$ cat src/rtl/nios_wallet_mem_copy_master_if.sv
// Control and Avalon-MM bus bundle for nios_wallet_mem_copy_master.
// The optional checksum output is present only when MEM_COPY_CHECKSUM_EN is defined.
interface nios_wallet_mem_copy_master_if #(
  parameter int unsigned ADDR_W = 13,
  parameter int unsigned LEN_W  = 13
);
  // control side
  logic              start;
  logic [ADDR_W-1:0] src_addr;
  logic [ADDR_W-1:0] dst_addr;
  logic [LEN_W-1:0]  length;
  logic              busy;
  logic              done;
  logic              err;
  // RAM side
  logic [ADDR_W-1:0] address;
  logic              chipselect;
  logic              write;
  logic [31:0]       writedata;
  logic [3:0]        byteenable;
  logic [31:0]       readdata;
`ifdef MEM_COPY_CHECKSUM_EN
  logic [31:0]       checksum;
`endif

  modport master (
    input  start, src_addr, dst_addr, length, readdata,
    output busy, done, err, address, chipselect, write, writedata, byteenable
`ifdef MEM_COPY_CHECKSUM_EN
    , output checksum
`endif
  );

  modport slave (
    output start, src_addr, dst_addr, length, readdata,
    input  busy, done, err, address, chipselect, write, writedata, byteenable
`ifdef MEM_COPY_CHECKSUM_EN
    , input checksum
`endif
  );
endinterface

$ cat src/rtl/nios_wallet_mem_copy_master.sv
// Avalon-MM block-copy master for the single-port on-chip RAM.
// Copies one 32-bit word at a time: read request, READ_LATENCY wait cycles, write.
// Optional feature macro: MEM_COPY_CHECKSUM_EN adds a modulo-2^32 sum of copied words.
module nios_wallet_mem_copy_master #(
  parameter int unsigned ADDR_W       = 13,
  parameter int unsigned DEPTH        = 6500,
  parameter int unsigned LEN_W        = 13,
  parameter int unsigned READ_LATENCY = 1
) (
  input  logic clk,
  input  logic reset,
  nios_wallet_mem_copy_master_if.master bus
);

  typedef enum logic [2:0] {
    IDLE,
    RD_REQ,
    RD_WAIT,
    WR,
    FIN
  } state_t;

  localparam int unsigned SUM_W  = ((ADDR_W > LEN_W) ? ADDR_W : LEN_W) + 1;
  localparam int unsigned WAIT_W = 3;

  state_t            state;
  state_t            next_state;

  logic [ADDR_W-1:0] src_ptr;
  logic [ADDR_W-1:0] dst_ptr;
  logic [LEN_W-1:0]  remaining;
  logic [31:0]       data_q;
  logic [WAIT_W-1:0] wait_cnt;
  logic              err_q;

  logic [SUM_W-1:0]  src_end;
  logic [SUM_W-1:0]  dst_end;
  logic              range_bad;
  logic              accept;
  logic              reject;
  logic              capture;
  logic              step;

  logic              cs;
  logic              wr;
  logic [ADDR_W-1:0] addr;
  logic [31:0]       wdata;

  // Range sums are one bit wider than the operands so they cannot wrap.
  assign src_end   = SUM_W'(bus.src_addr) + SUM_W'(bus.length);
  assign dst_end   = SUM_W'(bus.dst_addr) + SUM_W'(bus.length);
  assign range_bad = (src_end > SUM_W'(DEPTH)) || (dst_end > SUM_W'(DEPTH));

  // State register.
  always_ff @(posedge clk) begin
    if (reset) state <= IDLE;
    else       state <= next_state;
  end

  // Next-state logic and datapath strobes.
  always_comb begin
    next_state = state;
    accept     = 1'b0;
    reject     = 1'b0;
    capture    = 1'b0;
    step       = 1'b0;
    case (state)
      IDLE: begin
        if (bus.start) begin
          if (bus.length == '0) begin
            accept     = 1'b1;
            next_state = FIN;
          end else if (range_bad) begin
            reject     = 1'b1;
          end else begin
            accept     = 1'b1;
            next_state = RD_REQ;
          end
        end
      end
      RD_REQ:  next_state = RD_WAIT;
      RD_WAIT: begin
        if (wait_cnt == '0) begin
          capture    = 1'b1;
          next_state = WR;
        end
      end
      WR: begin
        step       = 1'b1;
        next_state = (remaining == LEN_W'(1)) ? FIN : RD_REQ;
      end
      FIN:     next_state = IDLE;
      default: next_state = IDLE;
    endcase
  end

  // Pointers, word counter, read-wait counter, captured data and err pulse.
  always_ff @(posedge clk) begin
    if (reset) begin
      src_ptr   <= '0;
      dst_ptr   <= '0;
      remaining <= '0;
      data_q    <= '0;
      wait_cnt  <= '0;
      err_q     <= 1'b0;
    end else begin
      err_q <= reject;
      if (accept) begin
        src_ptr   <= bus.src_addr;
        dst_ptr   <= bus.dst_addr;
        remaining <= bus.length;
      end
      if (state == RD_REQ)
        wait_cnt <= WAIT_W'(READ_LATENCY - 1);
      else if (state == RD_WAIT && wait_cnt != '0)
        wait_cnt <= wait_cnt - 1'b1;
      if (capture)
        data_q <= bus.readdata;
      if (step) begin
        src_ptr   <= src_ptr + 1'b1;
        dst_ptr   <= dst_ptr + 1'b1;
        remaining <= remaining - 1'b1;
      end
    end
  end

  // Bus drive; reset suppresses the access in the same cycle so an in-flight
  // write is never committed on the edge that aborts the copy.
  always_comb begin
    cs    = 1'b0;
    wr    = 1'b0;
    addr  = '0;
    wdata = '0;
    case (state)
      RD_REQ: begin
        cs   = 1'b1;
        addr = src_ptr;
      end
      WR: begin
        cs    = 1'b1;
        wr    = 1'b1;
        addr  = dst_ptr;
        wdata = data_q;
      end
      default: ;
    endcase
    if (reset) begin
      cs    = 1'b0;
      wr    = 1'b0;
      addr  = '0;
      wdata = '0;
    end
  end

  assign bus.chipselect = cs;
  assign bus.write      = wr;
  assign bus.address    = addr;
  assign bus.writedata  = wdata;
  assign bus.byteenable = cs ? 4'hF : 4'h0;
  assign bus.busy       = (state == RD_REQ) || (state == RD_WAIT) || (state == WR);
  assign bus.done       = (state == FIN);
  assign bus.err        = err_q;

`ifdef MEM_COPY_CHECKSUM_EN
  logic [31:0] checksum_q;

  // Running sum of captured words, cleared on each accepted start.
  always_ff @(posedge clk) begin
    if (reset)        checksum_q <= '0;
    else if (accept)  checksum_q <= '0;
    else if (capture) checksum_q <= checksum_q + bus.readdata;
  end

  assign bus.checksum = checksum_q;
`endif

endmodule

$ cat src/flat_wrapper.sv
// flat-port wrapper written by rule: the top's interface ports become plain ports
module nios_wallet_mem_copy_master_flat 
#(
  parameter int unsigned ADDR_W       = 13,
  parameter int unsigned DEPTH        = 6500,
  parameter int unsigned LEN_W        = 13,
  parameter int unsigned READ_LATENCY = 1
)
  (clk, reset, bus_start, bus_src_addr, bus_dst_addr, bus_length, bus_readdata, bus_busy, bus_done, bus_err, bus_address, bus_chipselect, bus_write, bus_writedata, bus_byteenable);
  nios_wallet_mem_copy_master_if #(.ADDR_W(ADDR_W), .LEN_W(LEN_W)) bus_i ();
  input  logic clk;
  input  logic reset;
  input wire logic [$bits(bus_i.start)-1:0] bus_start;
  input wire logic [$bits(bus_i.src_addr)-1:0] bus_src_addr;
  input wire logic [$bits(bus_i.dst_addr)-1:0] bus_dst_addr;
  input wire logic [$bits(bus_i.length)-1:0] bus_length;
  input wire logic [$bits(bus_i.readdata)-1:0] bus_readdata;
  output wire logic [$bits(bus_i.busy)-1:0] bus_busy;
  output wire logic [$bits(bus_i.done)-1:0] bus_done;
  output wire logic [$bits(bus_i.err)-1:0] bus_err;
  output wire logic [$bits(bus_i.address)-1:0] bus_address;
  output wire logic [$bits(bus_i.chipselect)-1:0] bus_chipselect;
  output wire logic [$bits(bus_i.write)-1:0] bus_write;
  output wire logic [$bits(bus_i.writedata)-1:0] bus_writedata;
  output wire logic [$bits(bus_i.byteenable)-1:0] bus_byteenable;
  assign bus_i.start = bus_start;
  assign bus_i.src_addr = bus_src_addr;
  assign bus_i.dst_addr = bus_dst_addr;
  assign bus_i.length = bus_length;
  assign bus_i.readdata = bus_readdata;
  assign bus_busy = bus_i.busy;
  assign bus_done = bus_i.done;
  assign bus_err = bus_i.err;
  assign bus_address = bus_i.address;
  assign bus_chipselect = bus_i.chipselect;
  assign bus_write = bus_i.write;
  assign bus_writedata = bus_i.writedata;
  assign bus_byteenable = bus_i.byteenable;
  nios_wallet_mem_copy_master #(.ADDR_W(ADDR_W), .DEPTH(DEPTH), .LEN_W(LEN_W), .READ_LATENCY(READ_LATENCY)) u_core (.clk(clk), .reset(reset), .bus(bus_i));
endmodule
$ cat config.mk
export PLATFORM = sky130hd
export DESIGN_NAME = nios_wallet_mem_copy_master_flat
export DESIGN_NICKNAME = d
export VERILOG_FILES = /design/src/rtl/nios_wallet_mem_copy_master_if.sv /design/src/rtl/nios_wallet_mem_copy_master.sv /design/src/flat_wrapper.sv
export SDC_FILE = /design/constraint.sdc
export NUM_CORES = 1
export LEC_CHECK = 0
export ABC_AREA = 1
export CAP_MARGIN = 20
export CORE_MARGIN = 2
export CORE_UTILIZATION = 42
export DETAILED_ROUTE_END_ITERATION = 8
export PLACE_DENSITY_LB_ADDON = 0.15
export SLEW_MARGIN = 20
export SYNTH_ARGS = -nofsm -noshare
export SYNTH_HDL_FRONTEND = slang
export SYNTH_SLANG_ARGS = --single-unit
$ cat constraint.sdc
create_clock -name clk -period 6.2 [get_ports clk]
set_input_delay 0.62 -clock clk [delete_from_list [all_inputs] [get_ports clk]]
set_output_delay 0.62 -clock clk [all_outputs]
set_load 0.005 [all_outputs]
==> summary.md, run 1 <==
- **number of distinct library cells after synthesis** 41
- **most frequent standard cell in the layout excluding fill and tap cells** sky130_fd_sc_hd__nand2_1
- **ratio of total power to cell area** 214 nW/µm²
- **routability-driven placement congestion ratio** 0.895
- **minimum setup slack after placement** 2.20 ns
- **total power** 1.63 mW
- **Mean Syn Cell Area** 6.02 µm²
- **Die Y-Extent** 123 µm
- **Final Setup Violations** 0
- **synthesized instance count** 993
- **Row Count** 43
- **antenna-violating nets left** 0
- **post-synthesis async set-or-reset flop share** 0%
- **number of global-route vias before repair** 5907
- **DP HPWL** 12900 µm
- **first-pass GRT wire length** 28900 µm
- **reg-to-reg startpoint** u_core.src_ptr[0]
- **x dimension of the die** 123 µm
- **detailed router's first-iteration violation count** 497
- **# nets final** 1198
- **required time worst endpoint** 6.46 ns
- **pin count of the biggest net entering global routing** 87
- **Total Neg Setup Slack** 0 ns
- **fraction of power consumed by the clock network** 33.3%
- **EDFF count, synth** 0
- **most used cells in the layout excluding fill and tap cells** sky130_fd_sc_hd__nand2_1, sky130_fd_sc_hd__nor2_1, sky130_fd_sc_hd__clkdlybuf4s50_1
- **result of the run** completed
- **post-CTS sizing** 0
- **deepest level of the CTS H-tree** 3
- **number of antenna violations at the first check in global routing** 0
- **number of cells on the worst hold path** 2
- **startpoint of the most critical hold path** u_core.wait_cnt[0]
- **routed wirelength normalized by instance count** 14.1 µm
- **detail-routed via count per cell** 5.12
- **die area** 15200 µm²
- **n_diodes** 0
- **post-CTS setup buffer count** 0
- **Post-Syn Area** 5980 µm²
- **Most used DFF post-synth** sky130_fd_sc_hd__dfxtp_1
- **layout overhead on the synthesized area** 27.0%
- **total track usage** 23.9%
- **Data arrival, critical path** 3.95 ns
- **total of max-cap violations** 0
- **flip-flop and latch count after synthesis** 78
- **Post-route DRC** 0
- **total count of hold-check failures in the final report** 0
- **clock latency on the worst-skew pair** 0.33 ns
- **Worst IR Drop VDD** 0.162 mV
- **endpoint kind of the worst setup timing path** flip-flop
- **reg2reg end** u_core.src_ptr[12]
- **worst setup skew after layout** 0.00697 ns
- **start-to-end type of the worst setup path** input port to flip-flop
- **class of the tightest hold or removal check** flip-flop to flip-flop
- **fraction of layout cells with a size suffix above 1** 3.01%
- **switching part of the total** 33.5%
- **routed via count** 6524
- **first-pass detailed-route iteration total** 5
- **final instance area** 7590 µm²
- **final cell utilization of the core** 54.7%
- **I/O pin count** 128
- **total clock buffers created by CTS** 9
- **port bufs** 127
- **number of pins exceeding their max-slew limit in the final report** 0
- **cell internal pwr** 1.08 mW
- **slew at the pin closest to its max-slew limit** 1.00 ns
- **Clk Tree Root Cell** sky130_fd_sc_hd__clkbuf_16
- **combinational power share** 30.0%
- **share of the cycle needed by the critical path after routing** 59.6%
- **post-route setup slack** 2.50 ns
- **Remaining Overflow, GRT** 0
- **Achievable Freq** 0.270 GHz
- **Period minus WS final** 3.70 ns
- **sequential cell fraction of total power** 36.6%
- **number of clock sinks seen by CTS** 78
- **sequential area share after synthesis** 26.1%
- **Post-Synthesis Net Count** 1101
- **critical path launch point type** input port
- **setup repair after global routing missed its margin** false
- **maximum clock insertion buffer count** 2
- **warnings from Yosys** 0
- **clock slew at the register clock pins of the worst setup and hold paths** 0.06 ns
- **hold bufs inserted after CTS** 0
- **relative slew slack** 33.2%
- **total placed instance area** 7290 µm²
- **Reg2Reg Setup Slack** 3.86 ns
- **Placeable Area** 13900 µm²
- **cells on worst reg2reg path** 11
- **highest net fanout along the worst path** 44
- **end point of the worst hold path** u_core.wait_cnt[0]
- **switching power total** 546 µW
- **Leak Pwr** 3.33 nW
- **starting utilization of the core area** 43.1%
- **final WL** 17900 µm
- **fillcell total** 1449
- **CTS tree** done
==> Yosys cell counts, types with 2 or more instances <==
cell type | instances | share of area [%]
sky130_fd_sc_hd__or2_2 | 2 | 0.21
sky130_fd_sc_hd__buf_1 | 4 | 0.25
sky130_fd_sc_hd__nand3_1 | 78 | 6.5
sky130_fd_sc_hd__buf_6 | 4 | 0.75
sky130_fd_sc_hd__fa_1 | 2 | 0.67
sky130_fd_sc_hd__xor2_1 | 21 | 3.1
sky130_fd_sc_hd__nor2_1 | 170 | 11
sky130_fd_sc_hd__o32ai_1 | 9 | 1.3
sky130_fd_sc_hd__nand3b_1 | 4 | 0.50
sky130_fd_sc_hd__clkinv_1 | 2 | 0.13
sky130_fd_sc_hd__nand2_2 | 3 | 0.31
sky130_fd_sc_hd__nand2_1 | 253 | 16
sky130_fd_sc_hd__xnor2_1 | 3 | 0.44
sky130_fd_sc_hd__o211ai_1 | 2 | 0.25
sky130_fd_sc_hd__clkbuf_1 | 32 | 2.0
sky130_fd_sc_hd__buf_4 | 7 | 0.88
sky130_fd_sc_hd__o21bai_1 | 2 | 0.25
sky130_fd_sc_hd__a31oi_1 | 4 | 0.42
sky130_fd_sc_hd__inv_1 | 110 | 6.9
sky130_fd_sc_hd__a21oi_1 | 57 | 4.8
sky130_fd_sc_hd__dfxtp_1 | 78 | 26
sky130_fd_sc_hd__inv_2 | 2 | 0.13
sky130_fd_sc_hd__mux2i_1 | 2 | 0.33
sky130_fd_sc_hd__a21o_1 | 3 | 0.38
sky130_fd_sc_hd__a211oi_1 | 3 | 0.38
sky130_fd_sc_hd__nor4_1 | 4 | 0.42
sky130_fd_sc_hd__o21ai_0 | 65 | 5.4
sky130_fd_sc_hd__nor3_1 | 14 | 1.2
sky130_fd_sc_hd__nand4_1 | 10 | 1.0
sky130_fd_sc_hd__ha_1 | 32 | 6.7
==> worst max-delay path: stages <==
cell and delay (ns):
sky130_fd_sc_hd__clkdlybuf4s50_1 0.53, sky130_fd_sc_hd__ha_1 0.22, sky130_fd_sc_hd__inv_1 0.07, sky130_fd_sc_hd__fa_1 0.47, sky130_fd_sc_hd__inv_1 0.04, sky130_fd_sc_hd__o211ai_1 0.15
sky130_fd_sc_hd__nand2_1 0.07, sky130_fd_sc_hd__nor2_1 0.09, sky130_fd_sc_hd__nand2_1 0.06, sky130_fd_sc_hd__nand3_1 0.08, sky130_fd_sc_hd__nand2_1 0.05, sky130_fd_sc_hd__nand2_1 0.06
sky130_fd_sc_hd__nand2_1 0.05, sky130_fd_sc_hd__a21oi_1 0.23, sky130_fd_sc_hd__nand2_1 0.16, sky130_fd_sc_hd__nand2_2 0.11, sky130_fd_sc_hd__nand2_4 0.26, sky130_fd_sc_hd__nand2_8 0.35
sky130_fd_sc_hd__nand2_1 0.08, sky130_fd_sc_hd__a21oi_1 0.15
==> sequential cells by signal, indices dropped and copies added, names as in the netlist <==
| register | count |
|---|---|
| u_core.data_q | 32 |
| u_core.dst_ptr | 13 |
| u_core.remaining | 13 |
| u_core.src_ptr | 13 |
| u_core.state | 3 |
| u_core.wait_cnt | 3 |
| u_core.bus.err | 1 |
==> per-layer routing <==
metal / global-route usage, % / vias up / share of wire [%]
met4: 6.25 / 0 / 1.3
met1: 33.0 / 2947 / 47
met5: 0 / - / 0
met2: 38.4 / 171 / 46
met3: 4.24 / 16 / 5.2
li1: - / 3390 / -
==> cell type report <==
cell class	instances	area, µm²	area share [%]
clock buffer	13	260	3.43
multi-input combinational	754	3760	49.6
tap	180	225	2.97
inverter	114	428	5.64
sequential	78	1560	20.6
clock inverter	3	42.5	0.560
timing repair buffer	133	1310	17.3
==> how the worst max path moves through the flow <==
stage	startpoint	endpoint	slack (ns)	cells past startpoint
3_3_place_gp	bus_length[0]	u_core.remaining[3]	2.25	21
4_1_cts	bus_length[0]	u_core.src_ptr[7]	2.53	20
6_report	bus_length[0]	u_core.src_ptr[7]	2.50	20
5_1_grt	bus_length[0]	u_core.remaining[8]	2.17	20
3_5_place_dp	bus_length[0]	u_core.remaining[1]	2.20	20
2_1_floorplan	bus_length[0]	u_core.remaining[8]	3.49	21
==> stage by stage <==
stage | cells | hold WS [ns]
2_1_floorplan | 993 | 0.440
3_3_place_gp | 1259 | 0.451
3_5_place_dp | 1259 | 0.464
4_1_cts | 1275 | 0.472
5_1_grt | 1275 | 0.513
6_report | 1275 | 0.467
==> kinds of logic (layout without fill, tap and decap cells) <==
group | after synthesis | in the layout | synth area share (%)
XOR/XNOR | 24 | 24 | 3.52
AND/OR/NAND/NOR | 543 | 543 | 37.6
multiplexers | 2 | 2 | 0.335
buffers and inverters | 161 | 263 | 11.0
flip-flops | 78 | 78 | 26.1
adder cells (fa/ha/maj) | 34 | 34 | 7.37
AO/OA/AOI/OAI | 151 | 151 | 14.0
==> power groups by stage <==
stage	clock network (mW)	logic (mW)	registers, mW
2_1_floorplan	0	0.346	0.597
3_3_place_gp	0	0.482	0.605
3_5_place_dp	0	0.485	0.606
4_1_cts	0.550	0.488	0.595
5_1_grt	0.571	0.560	0.603
6_report	0.542	0.489	0.596
(Power assumes the default switching activity.)
==> inputs of run 2 (changes only) <==
Clock period 6.2 ns to 3.7 ns, I/O delays scaled along.
==> run 2 against run 1 <==
Utilization is 1.2 points higher. Critical path type unchanged. Largest power group is now the clock network. Worst hold slack worse by 0.0027 ns. Combinational power grew 72%.
==> summary.md, run 2 (synthesis results as in run 1) <==
- **result of the run** completed
- **number of antenna violations at the first check in global routing** 0, unchanged
- **Total Neg Setup Slack** 0 ns, unchanged
- **Worst IR Drop VDD** 0.262 mV, +61%
- **die area** 15200 µm², unchanged
- **final cell count without fillers** 1288, +1.0%
- **met2 wire length** 8380 µm, +1.6%
- **Post-Route M1 WL** 8190 µm, -3.7%
- **most frequent standard cell in the layout excluding fill and tap cells** sky130_fd_sc_hd__nand2_1
- **Final Setup Violations** 0, unchanged
- **n_diodes** 0, unchanged
- **share of the cycle needed by the critical path after routing** 86.3%
- **routed wirelength normalized by instance count** 14.1 µm, about the same
- **Die Y-Extent** 123 µm, unchanged
- **Reg2Reg Setup Slack** 1.39 ns, -2.47 ns
- **Achievable Freq** 0.313 GHz
- **# nets final** 1211, +1.1%
- **post-CTS setup buffer count** 0, unchanged
- **wire length on met3** 1190 µm, +28%
- **total of max-cap violations** 0, unchanged
- **Row Count** 43, unchanged
- **final WL** 18100 µm, +1.0%
- **clock latency on the worst-skew pair** 0.34 ns, about the same
- **Post-route DRC** 0, unchanged
- **relative slew slack** 43.4%, +10 points
- **total power** 2.88 mW, +77%
- **total track usage** 24.1%, +0.20 points
- **first-pass detailed-route iteration total** 5, unchanged
- **Leak Pwr** 3.42 nW, +2.8%
- **CTS tree** done
- **port bufs** 127, unchanged
- **pin count of the biggest net entering global routing** 86, -1.1%
- **required time worst endpoint** 3.97 ns, -2.49 ns
- **ratio of total power to cell area** 371 nW/µm², +73%
- **Data arrival, critical path** 3.46 ns, -0.49 ns
- **antenna-violating nets left** 0, unchanged
- **DP HPWL** 13300 µm, +2.9%
- **routability-driven placement congestion ratio** 0.884, -1.2%
- **hold bufs inserted after CTS** 0, unchanged
- **minimum setup slack after placement** 0.171 ns, -2.03 ns
- **endpoint kind of the worst setup timing path** flip-flop
- **total clock buffers created by CTS** 9, unchanged
- **routed via count** 6546, +0.34%
- **critical path launch point type** input port
- **worst hold slack** 0.464 ns, -0.00273 ns
- **total count of hold-check failures in the final report** 0, unchanged
- **layout overhead on the synthesized area** 29.8%
- **start-to-end type of the worst setup path** input port to flip-flop
- **worst setup skew after layout** 0.00782 ns, +0.000853 ns
- **class of the tightest hold or removal check** flip-flop to flip-flop
- **detailed router's first-iteration violation count** 476, -4.2%
- **highest net fanout along the worst path** 23, -48%
- **flip-flop count of the largest register after layout** 32, unchanged
- **starting utilization of the core area** 43.1%, unchanged
- **fraction of layout cells with a size suffix above 1** 4.15%, +1.1 points
- **maximum clock insertion buffer count** 2, unchanged
- **first-pass GRT wire length** 29000 µm, +0.17%
- **most used cells in the layout excluding fill and tap cells** sky130_fd_sc_hd__nand2_1, sky130_fd_sc_hd__nor2_1, sky130_fd_sc_hd__clkdlybuf4s50_1
- **post-route setup slack** 0.508 ns, -1.99 ns
- **Placeable Area** 13900 µm², unchanged
- **number of clock sinks seen by CTS** 78, unchanged
- **Remaining Overflow, GRT** 0, unchanged
- **Placed Instances** 1271, +0.95%
- **Period minus WS final** 3.19 ns
- **largest reg by FF count** u_core.data_q
- **I/O pin count** 128, unchanged
- **setup repair after global routing missed its margin** false
- **number of pins exceeding their max-slew limit in the final report** 0, unchanged
- **x dimension of the die** 123 µm, unchanged
- **uppermost routed layer** met4
- **deepest level of the CTS H-tree** 3, unchanged
- **clock slew at the register clock pins of the worst setup and hold paths** 0.06 ns, about the same
- **detail-routed via count per cell** 5.08, -0.68%
- **number of global-route vias before repair** 5828, -1.3%
- **slew at the pin closest to its max-slew limit** 0.849 ns, -0.152 ns
- **post-CTS sizing** 0, unchanged
- **Clk Tree Root Cell** sky130_fd_sc_hd__clkbuf_16
[run 2: layout make-up]
cell class	count	area, µm²
Clock buffer	13	260
Clock inverter	3	90.1
Fill cell	1411	6120
Inverter	114	428
Multi-Input combinational cell	754	3760
Sequential cell	78	1560
Tap cell	180	225
Timing Repair Buffer	146	1430
[run 2: report_power, final]
group	internal, mW	switching (mW)
Combinational	0.333	0.507
Clock	0.697	0.344
Sequential	0.936	0.0645
[run 2: layer usage]
metal / vias to the layer above / GRT usage [%]
met1: 2912 / 33.1
met2: 190 / 38.8
met4: 0 / 6.46
li1: 3416 / -
met3: 28 / 4.29
met5: - / 0
[run 2: worst max-delay path, stage by stage]
cell	delay, ns
sky130_fd_sc_hd__clkdlybuf4s50_1	0.61
sky130_fd_sc_hd__inv_1	0.14
sky130_fd_sc_hd__fa_1	0.47
sky130_fd_sc_hd__inv_1	0.09
sky130_fd_sc_hd__nand3_1	0.09
sky130_fd_sc_hd__nand2_1	0.11
sky130_fd_sc_hd__nand2_1	0.06
sky130_fd_sc_hd__nand2_1	0.10
sky130_fd_sc_hd__nand2_1	0.08
sky130_fd_sc_hd__nand3b_1	0.11
sky130_fd_sc_hd__nand2_1	0.07
sky130_fd_sc_hd__a21oi_2	0.10
sky130_fd_sc_hd__nand2_1	0.06
sky130_fd_sc_hd__nand2_1	0.06
sky130_fd_sc_hd__nand2_1	0.06
sky130_fd_sc_hd__nand2_1	0.10
sky130_fd_sc_hd__nand2_2	0.08
sky130_fd_sc_hd__nand2_4	0.10
sky130_fd_sc_hd__buf_4	0.28
sky130_fd_sc_hd__nand3_1	0.13
sky130_fd_sc_hd__a21oi_1	0.16
[run 2: stage by stage]
stage	utilization, %	instance area [µm²]
5_1_grt	55.9	7760
4_1_cts	55.8	7740
3_5_place_dp	53.3	7390
6_report	55.9	7760
2_1_floorplan	-	5980
3_3_place_gp	53.3	7390
[run 2: worst paths after layout]
kind	cells after the start	endpoint	startpoint
min	2	u_core.wait_cnt[0]	u_core.wait_cnt[0]
max	21	u_core.remaining[10]	bus_length[1]
min reg2reg	2	u_core.wait_cnt[0]	u_core.wait_cnt[0]
max reg2reg	11	u_core.src_ptr[12]	u_core.src_ptr[0]
